<file path="src/rtl/message_scheduler.sv">
// message_scheduler
//   Arbitrates the four-letter message area between the persistent game-state
//   message, transient event messages and blinking of result messages.
//
// Ports
//   clk          system clock
//   reset        synchronous, active-high reset
//   state_msg    persistent message {L3,L2,L1,L0}, 6-bit letter codes
//   result_flag  high while the game sits in a WIN/LOSE/TIE result state
//   evt_req      event request, held until evt_ack
//   evt_code     event letter codes, stable while evt_req is high
//   evt_ack      one-cycle pulse, event accepted
//   msg_out      letter codes to decoders hex3..hex0
//   busy         high while an event or blink is in progress
module message_scheduler #(
  parameter int HOLD_CYCLES  = 25_000_000,
  parameter int BLINK_CYCLES = 12_500_000,
  parameter int BLINK_COUNT  = 6
) (
  input  logic        clk,
  input  logic        reset,
  input  logic [23:0] state_msg,
  input  logic        result_flag,
  input  logic        evt_req,
  input  logic [23:0] evt_code,
  output logic        evt_ack,
  output logic [23:0] msg_out,
  output logic        busy
);

  localparam int HW = $clog2(HOLD_CYCLES + 1);
  localparam int PW = $clog2(BLINK_CYCLES + 1);
  localparam int CW = $clog2(BLINK_COUNT + 1);
  localparam logic [HW-1:0] HOLD_LAST  = HW'(HOLD_CYCLES - 1);
  localparam logic [PW-1:0] PHASE_LAST = PW'(BLINK_CYCLES - 1);
  localparam logic [CW-1:0] PAIR_LAST  = CW'(BLINK_COUNT - 1);
  localparam logic [23:0]   BLANK      = {4{6'h3F}};

  typedef enum logic [1:0] {IDLE, EVENT, BLINK_ON, BLINK_OFF} state_e;

  state_e        state_q;
  logic [HW-1:0] hold_q;
  logic [PW-1:0] phase_q;
  logic [CW-1:0] pair_q;
  logic          done_q;
  logic          ack_q;
  logic          busy_q;
  logic [23:0]   msg_q;

  assign evt_ack = ack_q;
  assign msg_out = msg_q;
  assign busy    = busy_q;

  always_ff @(posedge clk) begin
    if (reset) begin
      state_q <= IDLE;
      hold_q  <= '0;
      phase_q <= '0;
      pair_q  <= '0;
      done_q  <= 1'b0;
      ack_q   <= 1'b0;
      busy_q  <= 1'b0;
      msg_q   <= BLANK;
    end else begin
      ack_q <= 1'b0;
      // A finished blink stays suppressed only for the current result episode.
      if (!result_flag) done_q <= 1'b0;
      case (state_q)
        IDLE: begin
          if (evt_req) begin
            state_q <= EVENT;
            msg_q   <= evt_code;
            ack_q   <= 1'b1;
            hold_q  <= '0;
            busy_q  <= 1'b1;
          end else if (result_flag && !done_q) begin
            state_q <= BLINK_ON;
            phase_q <= '0;
            pair_q  <= '0;
            msg_q   <= state_msg;
            busy_q  <= 1'b1;
          end else begin
            msg_q  <= state_msg;
            busy_q <= 1'b0;
          end
        end
        EVENT: begin
          if (hold_q == HOLD_LAST) begin
            if (evt_req) begin
              // back-to-back: no state_msg cycle between the two events
              msg_q  <= evt_code;
              ack_q  <= 1'b1;
              hold_q <= '0;
            end else begin
              state_q <= IDLE;
              msg_q   <= state_msg;
              busy_q  <= 1'b0;
            end
          end else begin
            hold_q <= hold_q + 1'b1;
          end
        end
        BLINK_ON: begin
          if (!result_flag) begin
            state_q <= IDLE;
            msg_q   <= state_msg;
            busy_q  <= 1'b0;
          end else if (phase_q == PHASE_LAST) begin
            state_q <= BLINK_OFF;
            phase_q <= '0;
            msg_q   <= BLANK;
          end else begin
            phase_q <= phase_q + 1'b1;
            msg_q   <= state_msg;
          end
        end
        BLINK_OFF: begin
          if (!result_flag) begin
            state_q <= IDLE;
            msg_q   <= state_msg;
            busy_q  <= 1'b0;
          end else if (phase_q == PHASE_LAST) begin
            phase_q <= '0;
            pair_q  <= pair_q + 1'b1;
            msg_q   <= state_msg;
            if (pair_q == PAIR_LAST) begin
              state_q <= IDLE;
              done_q  <= 1'b1;
              busy_q  <= 1'b0;
            end else begin
              state_q <= BLINK_ON;
            end
          end else begin
            phase_q <= phase_q + 1'b1;
          end
        end
        default: begin
          state_q <= IDLE;
          busy_q  <= 1'b0;
        end
      endcase
    end
  end

endmodule

</file>
<file path="config.mk">
export PLATFORM = sky130hd
export DESIGN_NAME = message_scheduler
export DESIGN_NICKNAME = d
export VERILOG_FILES = /design/src/rtl/message_scheduler.sv
export SDC_FILE = /design/constraint.sdc
export NUM_CORES = 1
export LEC_CHECK = 0
export ABC_AREA = 1
export CAP_MARGIN = 20
export CORE_MARGIN = 4
export CORE_UTILIZATION = 35
export DETAILED_ROUTE_END_ITERATION = 12
export PLACE_DENSITY_LB_ADDON = 0.1
export SLEW_MARGIN = 10
export SYNTH_ARGS = -nofsm -noshare
export SYNTH_HDL_FRONTEND = slang
export SYNTH_SLANG_ARGS = --single-unit
</file>
<file path="constraint.sdc">
create_clock -name clk -period 1.9 [get_ports clk]
set_input_delay 0.57 -clock clk [delete_from_list [all_inputs] [get_ports clk]]
set_output_delay 0.57 -clock clk [all_outputs]
set_load 0.01 [all_outputs]
</file>
==> results.md, run 1 <==
* Outcome: completed
* Synthesis-to-layout area growth at 32.7%
* Max cap viols at 0
* Area fraction of the dominant cell type after synthesis at 32.6%
* Core Rows at 43
* R2R Setup Slk at 140 ps
* Maximum clock rate at 0.553 GHz
* Crit path time final at 1810 ps
* Family with the most delay on the worst path: buffers and inverters
* Worst-path clk slew at 60 ps
* TritonCTS clock tree: built
* Post-Route WL at 14500 um
* Hold Crit Class: reg2reg
* RSZ-0062 raised after global routing: true
* Seq/Total Area, Yosys at 32.6%
* Die Ht at 127 um
* Placeable Area at 0.0139 mm2
* Pin count of the biggest net entering global routing at 28
* GRT overflow at 0
* Comb power frac at 26.2%
* Initial antenna violation count at 0
* Via count at 5228
* Ports at 78
* Hold Path End: msg_out[14]$_SDFFE_PP1P_
* Worst path cell trace: clkdlybuf4s50_1
* Num Clock Sinks at 81
* Most frequent cells in the layout: 181 x nand2_1, 107 x nor2_1, 83 x nand3_1
* Hold depth at 2
* Final Cycle Share at 95.2%
* Final Max Slew Viols at 0
* Final Net Count at 934
* Routed Antenna Nets at 0
* Skew final at 5.16 ps
* Via density at 4.92
* Root Driver: clkbuf_16
* Crit end category: output port
* Synth unique cells at 41
* R2r startpoint: hold_q[0]$_SDFFE_PP0P_
* Clock Latency Late Sink at 350 ps
* Slew HR at 76.1%
* Place WS at -381 ps
* Final GP Congestion at 0.874
* Flops & latches, synth at 81
* Post-Syn Area at 0.00498 mm2
* Final worst setup slack at 92.0 ps
* Pleak at 2.71 nW
* Post-Syn Instances at 765
* Psw at 1.52 mW
* Largest cells by area after synthesis: dfxtp_1 33%, nand2_1 14%, nor2_1 8.5%
* Avg Cell Area, Syn at 6.51 um2
* Power Density at 775 mW/mm2
* Worst hold start: msg_out[14]$_SDFFE_PP1P_
* Worst R2R End: msg_out[19]$_SDFFE_PP1P_
* CP Class: reg2out
* WL/cell at 13.6 um
* Max incr delay on CP at 560 ps
* Switching share of power at 29.6%
* VDD IR-drop max at 0.477 mV
* Worst r2r path cells at 11
* Die width at 127 um
* Yosys warnings at 0
* Share of layout cells above drive strength 1 at 16.1%
* Antenna cell count at 0
* Min Hold Slack at 470 ps
* Starting density of the core at 35.7%
* Worst Setup Start Kind: flop
* Clk buf depth at 2
* Most common cell after layout, fill and taps aside: nand2_1
* Critical path peak fanout at 2
* DRT iter0 DRCs at 296
* Port Buffer Count at 77
* Final Hold Fails at 0
* Critical path arrival at 1240 ps
* H-tree levels at 3
* Seq pwr share at 37.2%
* Setup Viol. Count Final at 0
* Post-route setup TNS at 0 ps
* Num CTS Buffers at 9
* Buf/Inv on CP at 1
* DP HPWL at 10700 um
* Syn_nets at 821
* GR Util All Layers at 17.9%
* 1st-pass router iterations at 4
* Slowest cell on the critical path: clkdlybuf4s50_1
* DRC at 0
* Internal at 3.60 mW
* Clk pwr share at 36.6%
* Yosys top cell by area: dfxtp_1
* DIE AREA at 0.0162 mm2
* Vias in the first global route at 5015
* CP required at 1330 ps
* First-pass GRT wire length at 24000 um
* Worst slew pin tran at 355 ps
worst max path at each step:
| stage | startpoint | to | slack [ps] | cells past startpoint |
|---|---|---|---|---|
| finish | busy$_SDFFE_PP0P_ | busy | 90 | 1 |
| global placement | result_flag | phase_q[12]$_SDFFE_PP0P_ | -350 | 8 |
| CTS | phase_q[0]$_SDFFE_PP0P_ | phase_q[18]$_SDFFE_PP0P_ | 20 | 11 |
| detailed placement | result_flag | phase_q[17]$_SDFFE_PP0P_ | -380 | 11 |
| floorplan | phase_q[0]$_SDFFE_PP0P_ | phase_q[11]$_SDFFE_PP0P_ | 320 | 12 |
| global route | phase_q[1]$_SDFFE_PP0P_ | phase_q[20]$_SDFFE_PP0P_ | -50 | 12 |
kinds of logic after synthesis:
logic type / Yosys count / synth area share (%)
DFF: 81 / 32.6
adders and majority gates: 4 / 1.01
xor gates and xnor gates: 9 / 1.58
buffers and inverters: 106 / 10.1
and+or+nand+nor: 468 / 43.9
AOI/OAI and AO/OA: 97 / 10.8
power by group through the flow:
| stage | Clock [mW] | Combinational (mW) | Sequential, mW |
|---|---|---|---|
| global placement | 0 | 1.30 | 1.94 |
| detailed placement | 0 | 1.31 | 1.94 |
| global route | 1.98 | 1.48 | 1.92 |
| floorplan | 0 | 0.738 | 1.98 |
| finish | 1.87 | 1.34 | 1.91 |
| CTS | 1.91 | 1.32 | 1.91 |
Yosys cell counts:
| cell type | instances |
|---|---|
| nor2_2 | 6 |
| nor2_4 | 7 |
| nand3b_4 | 1 |
| nor2_1 | 113 |
| nor3_2 | 2 |
| nor3_1 | 19 |
| inv_1 | 64 |
| nor4_1 | 1 |
| xnor2_1 | 3 |
| o21ai_0 | 14 |
| nand2_2 | 19 |
| o22ai_1 | 24 |
| o21a_1 | 1 |
| a31oi_1 | 1 |
| nand2_4 | 4 |
| o21ai_1 | 3 |
| buf_2 | 8 |
| nand3b_1 | 2 |
| xor2_1 | 6 |
| clkinv_1 | 1 |
| dfxtp_1 | 81 |
| nand3_1 | 84 |
| nand4_1 | 12 |
| nand2_1 | 184 |
| a21oi_1 | 49 |
| nand4_2 | 1 |
| o211ai_1 | 2 |
| nand3_2 | 3 |
| nor3b_2 | 2 |
| o211ai_2 | 1 |
| ha_1 | 4 |
| buf_12 | 1 |
| buf_6 | 10 |
| o21bai_1 | 2 |
| nor3_4 | 2 |
| nor3b_1 | 3 |
| clkbuf_1 | 8 |
| inv_2 | 11 |
| inv_6 | 1 |
| or2_2 | 3 |
| buf_1 | 2 |
metal layers:
layer | track usage (%) | wire length (um) | share of wire (%)
met1 | 22.6 | 6560 | 45
met2 | 31.0 | 7200 | 50
met3 | 3.18 | 511 | 3.5
met4 | 5.68 | 214 | 1.5
met5 | 0 | 0 | 0
sequential cells by signal (all words and copies together) (netlist names):
name and flops:
busy 1, done_q 1, evt_ack 1, hold_q 25, msg_out 24, pair_q 3
phase_q 24, state_q 2
final cells by class:
class                           count  area, um2
Clock buffer                       11        233
Clock inverter                      5       80.1
Fill cell                        1425       7330
Inverter                           77        302
Multi-Input combinational cell    578       2890
Sequential cell                    81       1620
Tap cell                          180        225
Timing Repair Buffer              131       1250
what timing repair did:
item | in CTS | in global routing
setup endpoints to repair | 14 | 49
hold buffers | 0 | 0
setup buffers | 0 | 7
cloned | 0 | 1
gates resized for setup | 2 | 19
hold endpoints to repair | 0 | 0
pin swaps | 0 | 5
per-stage QoR:
stage / utilization [%] / area [um2] / instances / power, mW
4_1_cts: 46.5 / 6480 / 1055 / 5.14
5_1_grt: 47.4 / 6610 / 1063 / 5.38
2_1_floorplan: - / 4980 / 765 / 2.72
6_report: 47.4 / 6610 / 1063 / 5.12
3_5_place_dp: 44.2 / 6160 / 1039 / 3.26
3_3_place_gp: 44.2 / 6160 / 1039 / 3.24
(Power assumes the default switching activity.)
==> run 2, diff against run 1 <==
- CTS_CLUSTER_DIAMETER: unset -> 120
==> results of run 2 <==
No change in the layout: final DEF, timing and power equal those of run 1.
==> run 3, diff against run 2 <==
- CORE_UTILIZATION: 35 -> 48
==> results.md, run 3 (same netlist as run 1, synthesis figures left out) <==
* Max reg flops at 25
* DRT iter0 DRCs at 352
* Via density at 5.31
* DRC at 0
* First-pass GRT wire length at 22700 um
* Slowest cell on the critical path: clkdlybuf4s50_1
* Clock Latency Late Sink at 370 ps
* Routed Antenna Nets at 0
* Post-route setup TNS at 0 ps
* Final GP Congestion at 0.919
* Fillcell total at 914
* Pin count of the biggest net entering global routing at 33
* VDD IR-drop max at 0.638 mV
* Slew HR at 74.7%
* Core Rows at 36
* Die Ht at 110 um
* Synthesis-to-layout area growth at 28.7%
* Hold depth at 2
* Setup Viol. Count Final at 0
* Most frequent cells in the layout: 182 x nand2_1, 109 x nor2_1, 83 x nand3_1
* 1st-pass router iterations at 5
* Max cap viols at 0
* DP HPWL at 10300 um
* Top reg by flops: hold_q
* Critical path peak fanout at 2
* Port Buffer Count at 77
* Share of layout cells above drive strength 1 at 15.8%
* Post-Route WL at 14000 um
* Starting density of the core at 50.0%
* Final Hold Fails at 0
* TritonCTS clock tree: built
* CP Depth at 1
* Final worst setup slack at 54.2 ps
* Global routing's busiest layer: met2
* Via count at 5366
* GR Util All Layers at 23.6%
* Met2 Use GR at 41.4%
* WL/cell at 13.9 um
* Worst r2r path cells at 11
* Antenna cell count at 0
* Outcome: completed
* Pleak at 2.62 nW
* Core Util, Final at 64.4%
* Final Net Count at 929
* Die width at 110 um
* Worst slew pin tran at 378 ps
* Clk buf depth at 2
* Root Driver: clkbuf_8
* Placeable Area at 0.00995 mm2
* Crit path time final at 1850 ps
* Worst Setup Start Kind: flop
* Crit end category: output port
* CP Class: reg2out
* Maximum clock rate at 0.542 GHz
* Worst-path clk slew at 90 ps
* GRT overflow at 0
* Num CTS Buffers at 9
* Met3 Usage GRT at 5.28%
* Max incr delay on CP at 550 ps
* Power Density at 715 mW/mm2
* Place WS at -323 ps
* Num Clock Sinks at 81
* Skew final at 8.31 ps
* Multi-input gate area at 0.00288 mm2
* CP required at 1330 ps
* Final Cycle Share at 97.1%
* Worst path cell trace: clkdlybuf4s50_1
* Reg area at 0.00163 mm2
* Critical path arrival at 1280 ps
* Ports at 78
* Final Max Slew Viols at 0
* DIE AREA at 0.0121 mm2
* Family with the most delay on the worst path: buffers and inverters
* Buf/Inv on CP at 1
* Hold Crit Class: reg2reg
* Vias in the first global route at 4977
* Grt met1 use at 27.7%
* Most common cell after layout, fill and taps aside: nand2_1
* Initial antenna violation count at 0
* H-tree levels at 3
run 3: power breakdown:
group / total, mW / internal [mW] / switching [mW]
Combinational: 1.35 / 0.637 / 0.711
Clock: 1.33 / 0.645 / 0.684
Sequential: 1.91 / 1.82 / 0.0813
run 3: final cells by class:
class / count / area share [%]
clock buffers: 10 / 2.15
clock inverters: 6 / 1.05
inverters: 77 / 4.63
multi-input cells: 578 / 45.0
flip-flops and latches: 81 / 25.4
well taps: 133 / 2.60
repair buffers: 126 / 19.3
run 3: path summary, 6_finish.rpt:
path	slack, ps	from	endpoint
worst max register to register	60	phase_q[1]$_SDFFE_PP0P_	phase_q[18]$_SDFFE_PP0P_
worst min-delay path	480	msg_out[7]$_SDFFE_PP1P_	msg_out[7]$_SDFFE_PP1P_
worst min register to register	480	msg_out[7]$_SDFFE_PP1P_	msg_out[7]$_SDFFE_PP1P_
worst max-delay path	50	msg_out[18]$_SDFFE_PP1P_	msg_out[18]
run 3: metal layers:
layer,vias to the layer above,routed length (um)
met5,-,0
met4,0,299
met3,25,681
met2,148,7190
met1,2483,5850
li1,2710,-
run 3: metrics by stage:
step	power [mW]	hold WS, ps	std cells	instance area (um2)
floorplan	2.72	452	765	4980
global placement	3.27	453	989	6120
detailed placement	3.29	457	989	6120
CTS	4.63	480	1005	6320
global route	4.85	494	1011	6410
finish	4.58	477	1011	6410
run 3: worst reg2reg max path, delay by kind of cell (launching register included):
| kind | cells | cell delay [ps] |
|---|---|---|
| and+or+nand+nor | 8 | 900 |
| buffers and inverters | 2 | 290 |
| DFF | 1 | 350 |
| adders and majority gates | 1 | 180 |
run 3: what timing repair did:
action | in CTS | in global routing
resized for setup | 0 | 17
hold buffers | 0 | 0
setup endpoints to repair | 0 | 57
setup buffers | 0 | 6
